[src/rtl/cpu_pkg.sv]
`timescale 1ns/1ps
`default_nettype none
// ============================================================================
//  Module      : cpu_pkg
//  Description : Definitions shared by the CPU core and the program loader:
//                instruction-memory depth, derived word-address width and
//                the loader state encoding.
//  Revision    : 1.0 - initial release
// ============================================================================
package cpu_pkg;

    // Instruction memory depth in 16-bit words. The CPU and the loader both
    // take their depth from here so the two can never disagree.
    localparam int MEMORY_SIZE = 32;
    localparam int ADDR_W      = $clog2(MEMORY_SIZE);

    typedef enum logic [2:0] {
        ST_COUNT   = 3'd0,
        ST_LOAD_HI = 3'd1,
        ST_LOAD_LO = 3'd2,
        ST_CHECK   = 3'd3,
        ST_DONE    = 3'd4,
        ST_ERROR   = 3'd5
    } loader_state_t;

endpackage : cpu_pkg
`default_nettype wire

[src/rtl/prog_loader.sv]
`timescale 1ns/1ps
`default_nettype none
// ============================================================================
//  Module      : prog_loader
//  Description : Byte-serial program loader. Accepts a framed byte stream
//                (count N, N hi/lo word pairs, XOR checksum of the data
//                bytes), writes the assembled 16-bit words into instruction
//                memory and keeps the CPU in reset until the frame verifies.
//  Revision    : 1.0 - initial release
//
//  Ports
//    clk        in   clock, all logic on posedge
//    rst        in   synchronous reset, active low
//    in_data    in   [7:0] stream byte
//    in_valid   in   in_data valid this cycle
//    in_ready   out  loader accepts a byte this cycle (state-derived only)
//    mem_we     out  one-cycle instruction-memory write strobe
//    mem_addr   out  [ADDR_W-1:0] word address for mem_we
//    mem_wdata  out  [15:0] word for mem_we, {hi, lo}
//    cpu_rst    out  active-high CPU reset, low only once the frame verifies
//    done       out  frame loaded and verified
//    error      out  frame rejected, sticky until rst
// ============================================================================
module prog_loader #(
    parameter int MEMORY_SIZE = cpu_pkg::MEMORY_SIZE,
    parameter int ADDR_W      = $clog2(MEMORY_SIZE)
) (
    input  logic              clk,
    input  logic              rst,
    input  logic [7:0]        in_data,
    input  logic              in_valid,
    output logic              in_ready,
    output logic              mem_we,
    output logic [ADDR_W-1:0] mem_addr,
    output logic [15:0]       mem_wdata,
    output logic              cpu_rst,
    output logic              done,
    output logic              error
);

    import cpu_pkg::*;

    // One extra index bit so that a full-memory frame (N == MEMORY_SIZE)
    // reaches its final count without wrapping back to zero.
    localparam int         IDX_W     = ADDR_W + 1;
    localparam logic [8:0] MAX_COUNT = 9'(MEMORY_SIZE);

    loader_state_t    r_state;
    loader_state_t    w_state_next;
    logic [IDX_W-1:0] r_idx;
    logic [IDX_W-1:0] r_count;
    logic [IDX_W-1:0] w_idx_inc;
    logic [7:0]       r_hi;
    logic [7:0]       r_acc;
    logic             w_xfer;

    // ------------------------------------------------------------------
    // Next-state and handshake logic
    // ------------------------------------------------------------------
    always_comb begin
        in_ready     = 1'b0;
        w_xfer       = 1'b0;
        w_idx_inc    = r_idx + IDX_W'(1);
        w_state_next = r_state;

        // Ready depends on state alone so upstream may wait on it freely.
        case (r_state)
            ST_COUNT, ST_LOAD_HI, ST_LOAD_LO, ST_CHECK: in_ready = 1'b1;
            default:                                    in_ready = 1'b0;
        endcase

        w_xfer = in_valid && in_ready;

        if (w_xfer) begin
            case (r_state)
                ST_COUNT: begin
                    if ((in_data == 8'd0) || ({1'b0, in_data} > MAX_COUNT)) begin
                        w_state_next = ST_ERROR;
                    end else begin
                        w_state_next = ST_LOAD_HI;
                    end
                end
                ST_LOAD_HI: w_state_next = ST_LOAD_LO;
                ST_LOAD_LO: begin
                    if (w_idx_inc == r_count) begin
                        w_state_next = ST_CHECK;
                    end else begin
                        w_state_next = ST_LOAD_HI;
                    end
                end
                ST_CHECK: begin
                    if (in_data == r_acc) begin
                        w_state_next = ST_DONE;
                    end else begin
                        w_state_next = ST_ERROR;
                    end
                end
                default: w_state_next = r_state;
            endcase
        end
    end

    // ------------------------------------------------------------------
    // State, datapath and registered outputs
    // ------------------------------------------------------------------
    always_ff @(posedge clk) begin
        if (!rst) begin
            r_state   <= ST_COUNT;
            r_idx     <= '0;
            r_count   <= '0;
            r_hi      <= 8'd0;
            r_acc     <= 8'd0;
            mem_we    <= 1'b0;
            mem_addr  <= '0;
            mem_wdata <= 16'd0;
            cpu_rst   <= 1'b1;
            done      <= 1'b0;
            error     <= 1'b0;
        end else begin
            mem_we <= 1'b0;

            if (w_xfer) begin
                case (r_state)
                    ST_COUNT: begin
                        if (w_state_next == ST_LOAD_HI) begin
                            r_count <= IDX_W'(in_data);
                            r_idx   <= '0;
                            r_acc   <= 8'd0;
                        end
                    end
                    ST_LOAD_HI: begin
                        r_hi  <= in_data;
                        r_acc <= r_acc ^ in_data;
                    end
                    ST_LOAD_LO: begin
                        r_acc     <= r_acc ^ in_data;
                        mem_we    <= 1'b1;
                        mem_addr  <= r_idx[ADDR_W-1:0];
                        mem_wdata <= {r_hi, in_data};
                        r_idx     <= w_idx_inc;
                    end
                    default: ;
                endcase
            end

            r_state <= w_state_next;

            // Decoded from the next state so the flags move in the cycle
            // after the deciding transfer, and cpu_rst falls with done.
            done    <= (w_state_next == ST_DONE);
            error   <= (w_state_next == ST_ERROR);
            cpu_rst <= (w_state_next != ST_DONE);
        end
    end

endmodule : prog_loader
`default_nettype wire

[config.mk]
export PLATFORM = sky130hd
export DESIGN_NAME = prog_loader
export DESIGN_NICKNAME = d
export VERILOG_FILES = /design/src/rtl/cpu_pkg.sv /design/src/rtl/prog_loader.sv
export SDC_FILE = /design/constraint.sdc
export NUM_CORES = 1
export LEC_CHECK = 0
export ABC_AREA = 1
export BUFFER_PORTS_ARGS = -buffer_cell sky130_fd_sc_hd__buf_4
export CAP_MARGIN = 20
export CORE_MARGIN = 10
export CORE_UTILIZATION = 35
export CTS_CLUSTER_DIAMETER = 150
export CTS_CLUSTER_SIZE = 20
export DETAILED_ROUTE_END_ITERATION = 8
export SKIP_LAST_GASP = 1
export SLEW_MARGIN = 20
export SYNTH_ARGS = -nofsm -noshare
export SYNTH_HDL_FRONTEND = slang
export SYNTH_SLANG_ARGS = --single-unit
export TNS_END_PERCENT = 1
[constraint.sdc]
create_clock -name clk -period 1.8 [get_ports clk]
set_input_delay 0.27 -clock clk [delete_from_list [all_inputs] [get_ports clk]]
set_output_delay 0.27 -clock clk [all_outputs]
set_load 0.01 [all_outputs]
# == Yosys cells after proc, flatten, opt, wreduce, memory -nomap -nowiden ==
# Index checks and enable logic that the tools add are counted.
# W data, S select, Z words.
# word_totals
register_bits,56
latch_bits,0
ramBits,0
rom_bits,0
in_bits,11
out_inout_bits,26
word_cells,49
n_memories,0
# classes
addsub,1
multipliers,0
div,0
n_lt_le_gt_ge,1
n_eq_ne,10
n_shift,0
muxes,11
bitwise,1
reduce_logical,14
# ops
operator,count
$pmux W8 S2,1
$pmux W3 S4,1
$pmux W6 S2,1
$reduce_and A3 Y1,3
$eq A8 B8 Y1,1
$gt A8 B6 Y1 const B,1
$logic_not A8 Y1,1
$mux W8,1
$xor A8 B8 Y8,1
$add A6 B1 Y6 const B,1
$eq A3 B1 Y1 const B,2
$eq A3 B2 Y1 const B,2
$eq A3 B3 Y1 const B,2
$eq A6 B6 Y1,1
$mux W3,2
$mux W6,1
$reduce_and A2 Y1,3
$reduce_bool A2 Y1,2
$reduce_or A4 Y1,1
$logic_not A3 Y1,1
$mux W1,3
$ne A3 B3 Y1 const B,1
$mux W2,1
$ne A2 B2 Y1 const B,1
other kinds (3),3

# == Depth between registers and ports, before layout ==
# Gate-level depths: netlist of the first run.
# depth
ltp_word,8
ltp_mapped,17
mapped_depth_nobuf,17

# == Least setup slack after synthesis of the first run ==
# No wires, ideal clock.
# synth_path
path_kind,register to register
startpoint,reg r_idx[0]
endpoint,reg r_idx[0]
setup_ns,0.112
t_arrival_ns,1.737
required_ns,1.688
slack_ns,-0.049
stages_incl_launch_ff,18
n_path_buf,1
period_less_slack_ns,1.849
path_cell_list,dfxtp_1 > ha_1 > inv_1 > nand2_1 > nand2_1 > nand2_1 > nand2_1 > nand2_1 > nor2_2 > nand3_2 > nand2_2 > nand2_4 > nand2_4 > o21bai_4 > buf_6 > nand3_1 > nand2_1 > nor2_1
# synth_via
elab_chain_cells,8
# synth_rtl
element,line_no,source
from (decl),prog_loader.sv:50,logic [IDX_W-1:0] r_idx;
from (signal assigned),prog_loader.sv:140,r_idx <= w_idx_inc;
$add A6 B1 Y6 (*),prog_loader.sv:63,w_idx_inc = r_idx + IDX_W'(1);
$eq A6 B6 Y1,prog_loader.sv:85,if (w_idx_inc == r_count) begin
$mux W2,prog_loader.sv:85,
$pmux W3 S4,prog_loader.sv:75,case (r_state)
$mux W3,prog_loader.sv:74,if (w_xfer) begin
$eq A3 B1 Y1,prog_loader.sv:125,if (w_state_next == ST_LOAD_HI) begin
$ne A2 B2 Y1 (no line),--,
$reduce_and A3 Y1 (no line),--,
# Every way passes the cells marked *; elsewhere a longest branch is shown, timed or not.
# A chain may end at the register's enable or synchronous reset.

# == Worst setup path after layout of the first run ==
# layout_path
startpoint,reg r_idx[1]
endpoint,reg r_acc[3]
# layout_via
elab_chain_cells,8
# layout_rtl
element,line_no,source
$add A6 B1 Y6,prog_loader.sv:63,
$eq A6 B6 Y1,prog_loader.sv:85,
$mux W2,prog_loader.sv:85,
$pmux W3 S4,prog_loader.sv:75,
$mux W3,prog_loader.sv:74,
$eq A3 B1 Y1,prog_loader.sv:125,
$ne A2 B2 Y1 (no line),--,
$reduce_and A3 Y1 (no line),--,
to (signal assigned),prog_loader.sv:133,r_acc <= r_acc ^ in_data;
to (signal assigned),prog_loader.sv:136,r_acc <= r_acc ^ in_data;
to (decl),prog_loader.sv:54,logic [7:0] r_acc;
# No other way between the ends.

==> results.py, run 1 <==
metrics = {
    "outcome": {
        "outcome": "complete, but fails checks",
        "violations": "negative setup slack",
    },
    "drt": {
        "wl_per_cell_um": 12.7,
        "drtIter0Drc": 105,
        "avgViaCountPerCell": 4.73,
        "route.detailed.drc": 0,
        "wirelength_mm": 7.25,
        "vias": 2700,
        "drtAntennaViolNets": 0,
        "drtPass1Iterations": 4,
    },
    "sta": {
        "fmax_ghz": 0.526,
        "worst_slew_pin_slew_ns": 0.331,
        "drv_slew": 0,
        "holdWs_ns": 0.262,
        "worst_slew_margin_rel_pct": 77.9,
        "worst_slack_ns": -0.0999,
        "clock_skew_ns": 0.00817,
        "rsz0062_at_grt": "yes",
        "period_needed_ns": 1.90,
        "hold_viol": 0,
        "period_share_pct": 106,
        "setup_viol": 13,
    },
    "clock_network": {
        "clkTransAtPathRegs_ns": 0.10,
        "clock-root-buffer": "clkbuf_8",
        "worstSkewPairLatency_ns": 0.31,
        "cts.sinks": 56,
        "clockBufferDepth": 2,
        "cts_buffers": 5,
        "tritoncts": "done",
        "cts-hold-fix-buffers": 0,
        "htree_num_levels": 2,
    },
    "setup_path": {
        "cp_max_fo": 8,
        "cp.arrival_ns": 2.11,
        "cp_data_required_time_ns": 2.01,
        "crit_type": "reg -> reg",
        "endpoint_kind": "flop",
        "r2r-start": "r_idx[1]",
        "worst-r2r-cell-count": 15,
        "reg2reg_slack_ns": -0.1,
        "r2r-end": "r_acc[3]",
        "critPathLaunchType": "flop",
    },
    "final_layout": {
        "syn2layout_area_growth_pct": 31.6,
        "stdcell_count": 571,
        "final_util_pct": 48.3,
        "drive_gt1_share_pct": 30.5,
        "final_cell_mix": "nand2_1, buf_4, nand3_1, dfxtp_1, a21oi_1",
        "insertedDiodeCount": 0,
        "nets": 484,
        "final_common_cell": "nand2_1",
    },
    "synth": {
        "ys_warn_count": 0,
        "avgSynthCellArea_sq_um": 6.82,
        "ys_seq_area_share_pct": 41.5,
        "syn-cell-area_sq_mm": 0.00270,
        "syn-num-nets": 408,
        "async_flop_share_pct": 0,
        "syn-instance-count": 396,
        "synthFlopType": "dfxtp_1",
        "synth_cell_types": 27,
        "synth_edf_count": 0,
        "synth-seq-cells": 56,
    },
    "hold_path": {
        "hold_start": "in_data[7]",
        "hold_depth": 3,
        "hp-class": "in -> reg",
        "min_to": "mem_wdata[7]",
    },
    "floorplan": {
        "die_area_sq_mm": 0.0116,
        "start_util_pct": 36.7,
        "num_rows": 31,
        "die_w_um": 108,
        "fp.dieH_um": 108,
        "coreArea_sq_mm": 0.00737,
        "num_io_pins": 37,
    },
    "power": {
        "irDropWorstVdd_mv": 0.367,
        "p_per_area_mw_per_mm2": 799,
        "p_leak_nw": 1.53,
    },
    "global_route": {
        "grt_pass1_wl_mm": 12.0,
        "grt_max_degree": 29,
        "grt_pass1_vias": 2624,
        "antenna_found_initial": 0,
        "gr-total-overflow": 0,
        "grtUsageTotal_pct": 12.3,
    },
    "placed_design": {
        "port_buffers": 36,
        "place_hpwl_mm": 5.49,
        "place.gp.congestion": 0.831,
        "dp_slack_ns": -0.104,
        "dp_cells": 555,
    },
    "flow_run": {
        "cap_violations": 0,
    },
}
## worst max-delay path: stages, from the launching register on
cell and delay (ns):
dfxtp_2 0.37, buf_6 0.13, nand2_2 0.05, nor2_2 0.12
nand3_2 0.08, nand3_1 0.12, nand2_2 0.07, nand3_2 0.07
nand2_2 0.06, nand2_4 0.08, nand2_4 0.06, o21bai_4 0.21
buf_6 0.19, nand3_1 0.07, nand2_1 0.06, nor2_1 0.04
## what timing repair did
item / in CTS / in global routing
gates cloned: 0 / 0
hold endpoints to repair: 0 / 0
pin swaps: 6 / 7
setup buffers: 9 / 0
gates resized for setup: 12 / 16
setup endpoints to repair: 16 / 21
## through the flow
| stage | cell area, sq um | TNS, ns | power [mW] |
|---|---|---|---|
| 2_1_floorplan | 2700 | 0 | 1.87 |
| 3_3_place_gp | 3310 | -0.930 | 2.11 |
| 3_5_place_dp | 3310 | -1.24 | 2.12 |
| 6_report | 3560 | -0.930 | 2.84 |
| 4_1_cts | 3500 | -0.615 | 2.83 |
| 5_1_grt | 3560 | -3.81 | 3.01 |
## layer usage
metal / share of wire [%] / vias up / wire [um] / track usage, %
met1: 45 / 1218 / 3300 / 14.3
li1: - / 1424 / - / -
met3: 4.7 / 5 / 338 / 3.11
met2: 49 / 53 / 3590 / 22.2
met4: 0.40 / 0 / 29 / 2.39
met5: 0 / - / 0 / 0
## layout make-up
type | count | area [sq um]
Tap cell | 99 | 124
Inverter | 43 | 164
Clock inverter | 2 | 12.5
Clock buffer | 5 | 68.8
Multi-Input combinational cell | 280 | 1390
Fill cell | 781 | 3810
Timing Repair Buffer | 86 | 664
Sequential cell | 56 | 1130
## flip-flops by register name, summed over array words and instances (netlist names)
| register | flops |
|---|---|
| r_idx | 6 |
| error | 1 |
| mem_wdata | 16 |
| r_acc | 8 |
| mem_addr | 5 |
| done | 1 |
| r_hi | 8 |
| r_count | 6 |
| mem_we | 1 |
| r_state | 3 |
| cpu_rst | 1 |
## cell families after synthesis
| family | count (synthesis) | synth area share (%) |
|---|---|---|
| AND/OR/NAND/NOR | 213 | 35.5 |
| buffers and inverters | 60 | 9.31 |
| AO/OA/AOI/OAI | 64 | 12.6 |
| flip-flops | 56 | 41.5 |
| adder cells (fa/ha/maj) | 1 | 0.463 |
| XOR/XNOR | 2 | 0.649 |
## how the worst max path moves through the flow
stage / slack, ns / startpoint / cells past startpoint / endpoint
2_1_floorplan: 0.009 / r_idx[1] / 17 / r_idx[0]
3_3_place_gp: -0.08 / in_data[0] / 16 / r_idx[5]
3_5_place_dp: -0.10 / in_data[0] / 16 / r_acc[7]
4_1_cts: -0.06 / r_idx[0] / 15 / r_acc[5]
5_1_grt: -0.26 / r_idx[1] / 15 / r_acc[7]
6_report: -0.1 / r_idx[1] / 15 / r_acc[3]
## power breakdown
part,internal (mW),leakage [nW],switching (mW)
Clock,0.265,0.0400,0.399
Sequential,1.32,0.458,0.0705
Combinational,0.342,1.04,0.440
Total,1.93,1.53,0.910
## Yosys cell counts, types with 2 or more instances
cell type	count	area, sq um
a21oi_1	45	225
buf_2	3	15.0
buf_4	2	15.0
buf_6	2	22.5
clkbuf_1	10	37.5
dfxtp_1	56	1120
inv_1	31	116
inv_2	12	45.0
nand2_1	98	368
nand2_2	4	25.0
nand2_4	2	22.5
nand3_1	55	275
nand3_2	2	20.0
nand4_1	2	12.5
nor2_1	39	146
nor2_2	5	31.3
nor3_1	2	10.0
nor3_2	2	20.0
o21ai_0	8	40.0
o21ai_1	8	40.0
xnor2_1	2	17.5
(Power assumes the default switching activity.)
==> run 2, diff against run 1 <==
CORE_UTILIZATION = 43   (was 35)
==> run 2 against run 1 <==
The run still ends with negative setup slack left. Critical path type unchanged. Worst setup slack gained 0.034 ns. Non-clock buffer count is 1 lower. Highest routed layer unchanged. Worst hold slack lost 0.017 ns. Critical endpoint is now r_idx[3]. Clock power grew 9.2%.
==> results.py, run 2 (same netlist as run 1, synthesis figures left out) <==
metrics = {
    "outcome": {
        "outcome": "complete, but fails checks",
        "violations": "negative setup slack",
    },
    "setup_path": {
        "crit_type": "reg -> reg",
        "cp_common_cell": "nand3_1",
        "r2r-start": "r_idx[0]",
        "cp.arrival_ns": 2.09,
        "r2r-end": "r_idx[3]",
        "crit_slowest_cell": "dfxtp_2",
        "worst-r2r-cell-count": 15,
        "critPathBufInv": 3,
        "max_stage_delay_ns": 0.36,
        "reg2reg_slack_ns": -0.07,
        "cp_max_fo": 6,
        "cp_data_required_time_ns": 2.02,
        "cp_cell_sequence": "buf_4 > inv_2 > nor2_2 > nand3_1 > nand3_1 > nand2_1 > nand3_2 > nand2_2 > nand2_4 > nand2_4 > o21bai_4 > buf_4 > nand3_1 > nand2_1 > nor2_1",
        "critPathLaunchType": "flop",
        "path_delay_family": "simple AND/OR/NAND/NOR gates",
        "endpoint_kind": "flop",
    },
    "final_layout": {
        "top_regs": "mem_wdata: 16 flops, r_acc: 8 flops, r_hi: 8 flops",
        "final_cell_mix": "nand2_1, buf_4, nand3_1, dfxtp_1, a21oi_1",
        "nFillCells": 585,
        "largest_reg_flops": 16,
        "syn2layout_area_growth_pct": 29.5,
        "top_register": "mem_wdata",
        "stdcell_count": 547,
        "finalInstanceArea_sq_mm": 0.00350,
        "insertedDiodeCount": 0,
        "final_common_cell": "nand2_1",
        "final_util_pct": 58.0,
        "drive_gt1_share_pct": 28.4,
        "nets": 483,
    },
    "clock_network": {
        "clock-root-buffer": "clkbuf_8",
        "tritoncts": "done",
        "worstSkewPairLatency_ns": 0.32,
        "clkTransAtPathRegs_ns": 0.11,
        "cts.sinks": 56,
        "cts_buffers": 5,
        "htree_num_levels": 2,
        "post_cts.repair.setup_buffers": 0,
        "clockBufferDepth": 2,
    },
    "drt": {
        "wl_per_cell_um": 13.4,
        "vias": 2727,
        "route.detailed.drc": 0,
        "drtAntennaViolNets": 0,
        "drtPass1Iterations": 4,
        "wirelength_mm": 7.33,
        "avgViaCountPerCell": 4.99,
        "drtIter0Drc": 132,
    },
    "sta": {
        "worst_slew_margin_rel_pct": 79.8,
        "setup_viol": 19,
        "holdWs_ns": 0.245,
        "worst_slew_pin_slew_ns": 0.303,
        "worst_slack_ns": -0.0658,
        "rsz0062_at_grt": "yes",
        "drv_slew": 0,
        "period_share_pct": 104,
        "period_needed_ns": 1.87,
        "clock_skew_ns": 0.00865,
        "fmax_ghz": 0.536,
        "hold_viol": 0,
    },
    "placed_design": {
        "port_buffers": 36,
        "place.gp.congestion": 0.918,
        "dp_cells": 539,
        "place_hpwl_mm": 5.47,
        "postPlaceCellArea_sq_mm": 0.00336,
    },
    "global_route": {
        "grt_pass1_vias": 2518,
        "antenna_found_initial": 0,
        "gr-total-overflow": 0,
        "grt_pass1_wl_mm": 12.2,
        "grtUsageTotal_pct": 14.8,
        "grt_max_degree": 29,
    },
    "flow_run": {
        "cap_violations": 0,
    },
    "floorplan": {
        "coreArea_sq_mm": 0.00603,
        "num_rows": 28,
        "die_w_um": 99.3,
        "start_util_pct": 44.8,
        "die_area_sq_mm": 0.00985,
        "fp.dieH_um": 99.3,
        "num_io_pins": 37,
    },
    "hold_path": {
        "hold_start": "in_data[3]",
        "hold_depth": 3,
        "hp-class": "in -> reg",
        "min_to": "mem_wdata[3]",
    },
    "power": {
        "p_leak_nw": 1.54,
        "p_per_area_mw_per_mm2": 824,
        "irDropWorstVdd_mv": 0.481,
    },
}
-- run 2: cell count changes in the layout (fill, tap and decap cells not counted), sizes merged --
cell and change:
inv +1, buf -1, clkinv +1, clkinvlp -1
-- run 2: timing repair --
action,CTS,global route
setup endpoints to repair,19,21
hold buffers,0,0
gates resized for setup,8,4
pin swaps,8,0
-- run 2: how the worst max path moves through the flow --
| stage | from | endpoint | slack (ns) | depth (start not counted) |
|---|---|---|---|---|
| finish | r_idx[0] | r_idx[3] | -0.07 | 15 |
| global route | r_idx[0] | r_acc[3] | -0.25 | 15 |
| CTS | r_idx[1] | r_count[2] | -0.08 | 15 |
| detailed placement | r_idx[1] | r_count[4] | -0.10 | 16 |
| global placement | r_idx[1] | r_count[4] | -0.09 | 16 |
| floorplan | r_idx[1] | r_idx[0] | 0.009 | 17 |
-- run 2: worst reg2reg max path: stages, from the launching register on --
cell and delay, ns:
dfxtp_2 0.36, buf_4 0.16, inv_2 0.05, nor2_2 0.11, nand3_1 0.10, nand3_1 0.09
nand2_1 0.08, nand3_2 0.09, nand2_2 0.06, nand2_4 0.08, nand2_4 0.06, o21bai_4 0.18
buf_4 0.16, nand3_1 0.08, nand2_1 0.07, nor2_1 0.04
-- run 2: area by class of cell --
type                    instances  area (sq um)  share of cell area, %
flip-flops and latches         56          1120                   32.1
repair buffers                 85           658                   18.8
clock buffers                   5          68.8                   1.97
clock inverters                 3          22.5                  0.644
multi-input cells             280          1370                   39.1
well taps                      75          93.8                   2.68
inverters                      43           161                   4.62
-- run 2: routing by layer --
| layer | GRT usage [%] | vias to the layer above | part of all wire, % |
|---|---|---|---|
| met3 | 3.32 | 13 | 3.7 |
| li1 | - | 1423 | - |
| met5 | 0 | - | 0 |
| met1 | 17.8 | 1250 | 46 |
| met4 | 5.29 | 0 | 2.0 |
| met2 | 25.1 | 41 | 49 |
-- run 2: power by group --
part / switching (mW) / internal, mW
logic: 0.429 / 0.343
registers: 0.0655 / 1.32
clock network: 0.443 / 0.280
total: 0.938 / 1.94
-- run 2: per-stage QoR --
| stage | TNS (ns) | power [mW] | setup slack, ns |
|---|---|---|---|
| 6_report | -1.00 | 2.88 | -0.0658 |
| 2_1_floorplan | 0 | 1.87 | 0.00941 |
| 3_5_place_dp | -1.36 | 2.15 | -0.102 |
| 5_1_grt | -4.53 | 3.06 | -0.251 |
| 3_3_place_gp | -1.08 | 2.15 | -0.0925 |
| 4_1_cts | -1.31 | 2.90 | -0.0830 |
